## src/rtl/mux_arb_stream_if.sv

```systemverilog
// Stream bundle for mux_arb_stream: N packed input channels in, one registered channel out.
// The master side is the traffic source/sink; the slave side is the arbiter itself.
interface mux_arb_stream_if #(
    parameter int W  = 4,
    parameter int N  = 4,
    parameter int SW = 2
) ();
    logic [N*W-1:0] A;
    logic [N-1:0]   AVld;
    logic [N-1:0]   ARdy;
    logic           Mode;
    logic [W-1:0]   C;
    logic           CVld;
    logic           CRdy;
    logic [SW-1:0]  S;
    logic [7:0]     XferCnt;

    modport master (
        output A, AVld, Mode, CRdy,
        input  ARdy, C, CVld, S, XferCnt
    );

    modport slave (
        input  A, AVld, Mode, CRdy,
        output ARdy, C, CVld, S, XferCnt
    );
endinterface

```

## src/rtl/mux_arb_stream.sv

```systemverilog
// N-to-1 stream arbiter/mux with fixed-priority or round-robin grant and a single
// registered output stage that sustains one word per cycle under continuous ready.
module mux_arb_stream #(
    parameter int W  = 4,
    parameter int N  = 4,
    parameter int SW = 2
) (
    input  logic               Clk,
    input  logic               Rst,
    mux_arb_stream_if.slave    bus
);
    logic [W-1:0]  c_q, c_d;
    logic [SW-1:0] s_q, s_d;
    logic          cvld_q, cvld_d;
    logic [SW-1:0] ptr_q, ptr_d;
    logic [7:0]    cnt_q, cnt_d;

    logic          grant_vld_s;
    logic [SW-1:0] grant_idx_s;
    logic [W-1:0]  grant_data_s;
    logic          accept_s;
    logic          in_xfer_s;
    logic          out_xfer_s;
    int            idx_s;

    // Grant search: Mode 0 starts at channel 0, Mode 1 starts at Ptr and wraps.
    always_comb begin
        grant_vld_s  = 1'b0;
        grant_idx_s  = '0;
        grant_data_s = '0;
        idx_s        = 0;
        for (int k = 0; k < N; k++) begin
            if (bus.Mode) begin
                idx_s = int'(ptr_q) + k;
                if (idx_s >= N) begin
                    idx_s = idx_s - N;
                end else begin
                    idx_s = idx_s;
                end
            end else begin
                idx_s = k;
            end
            if (!grant_vld_s && bus.AVld[idx_s]) begin
                grant_vld_s  = 1'b1;
                grant_idx_s  = SW'(idx_s);
                grant_data_s = bus.A[idx_s*W +: W];
            end else begin
                grant_vld_s  = grant_vld_s;
            end
        end
    end

    // Handshake decode and next-state for the output register, pointer and counter.
    always_comb begin
        accept_s   = !cvld_q || bus.CRdy;
        in_xfer_s  = grant_vld_s && accept_s && !Rst;
        out_xfer_s = cvld_q && bus.CRdy;
        c_d        = c_q;
        s_d        = s_q;
        cvld_d     = cvld_q;
        ptr_d      = ptr_q;
        cnt_d      = cnt_q;
        if (out_xfer_s) begin
            cnt_d = cnt_q + 8'd1;
        end else begin
            cnt_d = cnt_q;
        end
        if (in_xfer_s) begin
            c_d    = grant_data_s;
            s_d    = grant_idx_s;
            cvld_d = 1'b1;
            if (bus.Mode) begin
                // Explicit wrap so non-power-of-two N never leaves Ptr out of range.
                ptr_d = (grant_idx_s == SW'(N - 1)) ? SW'(0) : grant_idx_s + SW'(1);
            end else begin
                ptr_d = ptr_q;
            end
        end else if (out_xfer_s) begin
            cvld_d = 1'b0;
        end else begin
            cvld_d = cvld_q;
        end
    end

    // Ready goes only to the granted channel, and only while the output can take a word.
    always_comb begin
        bus.ARdy = '0;
        if (in_xfer_s) begin
            bus.ARdy[grant_idx_s] = 1'b1;
        end else begin
            bus.ARdy = '0;
        end
    end

    // State registers with synchronous reset overriding any transfer in the same cycle.
    always_ff @(posedge Clk) begin
        if (Rst) begin
            c_q    <= '0;
            s_q    <= '0;
            cvld_q <= 1'b0;
            ptr_q  <= '0;
            cnt_q  <= 8'd0;
        end else begin
            c_q    <= c_d;
            s_q    <= s_d;
            cvld_q <= cvld_d;
            ptr_q  <= ptr_d;
            cnt_q  <= cnt_d;
        end
    end

    assign bus.C       = c_q;
    assign bus.S       = s_q;
    assign bus.CVld    = cvld_q;
    assign bus.XferCnt = cnt_q;
endmodule

```

## src/flat_wrapper.sv

```systemverilog
// flat-port wrapper written by rule: the top's interface ports become plain ports
module mux_arb_stream_flat 
#(
    parameter int W  = 4,
    parameter int N  = 4,
    parameter int SW = 2
)
  (Clk, Rst, bus_A, bus_AVld, bus_Mode, bus_CRdy, bus_ARdy, bus_C, bus_CVld, bus_S, bus_XferCnt);
  mux_arb_stream_if #(.W(W), .N(N), .SW(SW)) bus_i ();
  input  logic Clk;
  input  logic Rst;
  input wire logic [$bits(bus_i.A)-1:0] bus_A;
  input wire logic [$bits(bus_i.AVld)-1:0] bus_AVld;
  input wire logic [$bits(bus_i.Mode)-1:0] bus_Mode;
  input wire logic [$bits(bus_i.CRdy)-1:0] bus_CRdy;
  output wire logic [$bits(bus_i.ARdy)-1:0] bus_ARdy;
  output wire logic [$bits(bus_i.C)-1:0] bus_C;
  output wire logic [$bits(bus_i.CVld)-1:0] bus_CVld;
  output wire logic [$bits(bus_i.S)-1:0] bus_S;
  output wire logic [$bits(bus_i.XferCnt)-1:0] bus_XferCnt;
  assign bus_i.A = bus_A;
  assign bus_i.AVld = bus_AVld;
  assign bus_i.Mode = bus_Mode;
  assign bus_i.CRdy = bus_CRdy;
  assign bus_ARdy = bus_i.ARdy;
  assign bus_C = bus_i.C;
  assign bus_CVld = bus_i.CVld;
  assign bus_S = bus_i.S;
  assign bus_XferCnt = bus_i.XferCnt;
  mux_arb_stream #(.W(W), .N(N), .SW(SW)) u_core (.Clk(Clk), .Rst(Rst), .bus(bus_i));
endmodule
```

## config.mk

```make
export PLATFORM = sky130hd
export DESIGN_NAME = mux_arb_stream_flat
export DESIGN_NICKNAME = d
export VERILOG_FILES = /design/src/rtl/mux_arb_stream_if.sv /design/src/rtl/mux_arb_stream.sv /design/src/flat_wrapper.sv
export SDC_FILE = /design/constraint.sdc
export NUM_CORES = 1
export LEC_CHECK = 0
export CAP_MARGIN = 20
export CORE_MARGIN = 4
export CORE_UTILIZATION = 53
export DETAILED_ROUTE_END_ITERATION = 8
export PLACE_DENSITY = 0.95
export SLEW_MARGIN = 20
export SYNTH_ARGS = -nofsm -noshare
export SYNTH_HDL_FRONTEND = slang
export SYNTH_SLANG_ARGS = --single-unit
```

## constraint.sdc

```tcl
create_clock -name Clk -period 7.08 [get_ports Clk]
set_input_delay 1.416 -clock Clk [delete_from_list [all_inputs] [get_ports Clk]]
set_output_delay 1.416 -clock Clk [all_outputs]
set_load 0.005 [all_outputs]
```

==> reports/summary.txt <==
internal power contribution -> 0.000208 W
area growth from synthesis to layout -> 27.3%
Setup Crit Path Kind -> primary input to primary output
routed len/inst -> 16.1 um
initial antenna violation count -> 0
most common library cell in the layout ignoring fill and taps -> sky130_fd_sc_hd__clkdlybuf4s50_1
syn nets -> 221
Final Critical Period -> 6.07 ns
Clock Tree Root -> sky130_fd_sc_hd__clkbuf_4
Distinct cells, synth -> 44
Detailed Routing Iterations Pass 1 -> 4
layout cells sized above 1 -> 10.3%
type of the tightest min-delay check -> flip-flop to flip-flop
placer's final routability congestion estimate -> 0.929
core outline area -> 0.00285 sq mm
yosys synthesis warning count -> 0
post-synthesis async set-or-reset flop share -> 0%
Fmax -> 165 MHz
arrival time reported for the critical path endpoint -> 4.66 ns
clock skew after layout -> 0.000492 ns
share of the clock period used by the worst path -> 85.8%
unrepaired setup endpoints after global routing -> no
number of failing hold endpoints at the final stage -> 0
vias -> 1628
overall die width -> 63.7 um
first-pass GRT wire length -> 6.82 mm
setup repair bufs after CTS -> 0
fraction of power spent switching nets -> 35.8%
Die Height -> 63.7 um
Synth Area per Inst -> 8.79 sq um
antenna viol nets, final -> 0
vias in the first global route -> 1468
number of DRC violations after detailed routing -> 0
starting utilization of the core area -> 57.6%
DPL Wire Length -> 3.25 mm
Avg Vias per Cell -> 6.38
clock latency on the worst-skew pair -> 0.29 ns
power density cells -> 155 mW/mm^2
antenna fix cells -> 0
number of nets in the layout -> 259
Least-Margin Pin Slew -> 0.706 ns
starting DRC count in detailed routing -> 113
Flop pwr share -> 35.7%
H-tree depth -> 1
Comb power frac -> 48.1%
post-synthesis instance total -> 187
number of enable-type register cells in the synthesized netlist -> 0
Post-synth top flop -> sky130_fd_sc_hd__dfxtp_1
Slew Limit Headroom -> 52.9%
DIE AREA -> 0.00405 sq mm
Min Hold Slack -> 0.452 ns
Num CTS Buffers -> 3
global route overflow -> 0
Resized cells post-CTS -> 0
number of slew-limit violations in the final report -> 0
nature of the critical path endpoint -> primary output
register bit total from synthesis -> 17
most frequent cells in the layout -> sky130_fd_sc_hd__clkdlybuf4s50_1 (42), sky130_fd_sc_hd__dfxtp_1 (17), sky130_fd_sc_hd__nor2_1 (14), sky130_fd_sc_hd__a21oi_1 (14), sky130_fd_sc_hd__mux4_2 (13)
P_leak -> 0.833 nW
total routing usage reported by global routing -> 20.8%
final-layout setup total negative slack -> 0 ns
number of standard cells in the layout, taps in and fillers out -> 255
clock-pin slew reported for the worst setup and hold paths after clock tree synthesis -> 0.10 ns
number of cells in the design after placement -> 251
post-synthesis cell area -> 0.00164 sq mm
part of the Yosys area used for sequential elements -> 20.7%
pin count of the biggest net entering global routing -> 20
Sink Count -> 17
number of setup violations in the final report -> 0
clock tree from TritonCTS -> done
share of power burned in the clock network -> 16.2%
total length of routed wires -> 4.10 mm
Worst IR Drop VDD -> 0.0787 mV
Top-Level Pins -> 43
sort of element at the start of the critical path -> primary input
quantity of hold-fixing buffers added after cts -> 0
Req. time, crit path -> 5.66 ns
largest buffer count on any clock path -> 2
Port Buffer Count -> 42
switching power of the nets -> 0.000116 W
run status -> completed
total of max-cap violations -> 0
placement row count -> 19
worst-path maximum fanout -> 16
## final timing paths
check | start | end | slack, ns | cells past startpoint
max | bus_Mode | bus_ARdy[3] | 1.01 | 10
max reg2reg | u_core.ptr_q[0] | u_core.ptr_q[1] | 3.64 | 11
min reg2reg | u_core.bus.S[0] | u_core.bus.S[0] | 0.45 | 2
min | u_core.bus.S[0] | u_core.bus.S[0] | 0.45 | 2
## registers in the layout, indices dropped and copies added (netlist names)
register / flops
u_core.ptr_q: 2
u_core.bus.C: 4
u_core.bus.XferCnt: 8
u_core.bus.S: 2
u_core.bus.CVld: 1
## synthesized netlist by cell type, drive strengths merged (4+ instances only)
cell type	instances	area, sq um
ha	10	125
nand2b	4	25.0
nand2	13	51.3
clkbuf	5	18.8
o21ai	7	35.0
buf	6	33.8
dfxtp	17	340
xor2	6	52.6
mux2i	5	50.1
a31oi	6	37.5
and3	7	43.8
mux4	13	293
nand3	11	55.1
nor2	14	52.6
and2	7	43.8
inv	7	26.3
a211oi	4	30.0
a21oi	15	78.8
## through the flow
| stage | utilization, % | cell area [sq um] | power [W] | setup slack, ns |
|---|---|---|---|---|
| 2_1_floorplan | - | 1640 | 0.000215 | 2.67 |
| 3_3_place_gp | 72.4 | 2060 | 0.000269 | 1.14 |
| 3_5_place_dp | 72.4 | 2060 | 0.000271 | 1.04 |
| 4_1_cts | 73.3 | 2090 | 0.000323 | 1.04 |
| 5_1_grt | 73.3 | 2090 | 0.000348 | 0.734 |
| 6_report | 73.3 | 2090 | 0.000324 | 1.01 |
## final cells by class
cell class | instances | area (sq um)
fill | 221 | 761
sequential | 17 | 340
clock inverter | 1 | 5.00
multi-input combinational | 151 | 1220
clock buffer | 3 | 22.5
tap | 31 | 38.8
timing repair buffer | 44 | 435
inverter | 8 | 30.0
## critical path: stages
cell	delay (ns)
sky130_fd_sc_hd__clkdlybuf4s50_1	0.79
sky130_fd_sc_hd__nand2_2	0.34
sky130_fd_sc_hd__a211oi_1	0.57
sky130_fd_sc_hd__o211a_1	0.35
sky130_fd_sc_hd__o21ai_1	0.10
sky130_fd_sc_hd__o211a_1	0.27
sky130_fd_sc_hd__inv_1	0.09
sky130_fd_sc_hd__ha_1	0.13
sky130_fd_sc_hd__and2_1	0.10
sky130_fd_sc_hd__clkdlybuf4s50_1	0.49
## power by group through the flow
| stage | Clock [W] | Combinational [W] | Sequential (W) |
|---|---|---|---|
| after floorplan | 0 | 0.000101 | 0.000114 |
| after global placement | 0 | 0.000152 | 0.000117 |
| after detailed placement | 0 | 0.000154 | 0.000118 |
| after CTS | 0.0000531 | 0.000154 | 0.000115 |
| after global routing | 0.0000605 | 0.000169 | 0.000118 |
| final | 0.0000524 | 0.000156 | 0.000116 |
## cell families (layout without fill, tap and decap cells)
family | Yosys count | in the layout | synth area share (%)
flip-flops | 17 | 17 | 20.7
buffers and inverters | 19 | 56 | 5.03
adder cells (fa/ha/maj) | 10 | 10 | 7.62
AO/OA/AOI/OAI | 51 | 51 | 21.0
AND/OR/NAND/NOR | 63 | 63 | 19.6
multiplexers | 20 | 20 | 22.2
XOR/XNOR | 7 | 7 | 3.73
## per-layer routing
| metal | vias up | GRT usage, % | part of all wire (%) | routed length, um |
|---|---|---|---|---|
| li1 | 782 | - | - | - |
| met1 | 739 | 26.8 | 42 | 1740 |
| met2 | 96 | 34.0 | 47 | 1930 |
| met3 | 11 | 4.97 | 8.6 | 353 |
| met4 | 0 | 6.74 | 1.8 | 74 |
| met5 | - | 0 | 0 | 0 |
Power figures use the tool's default switching activity.
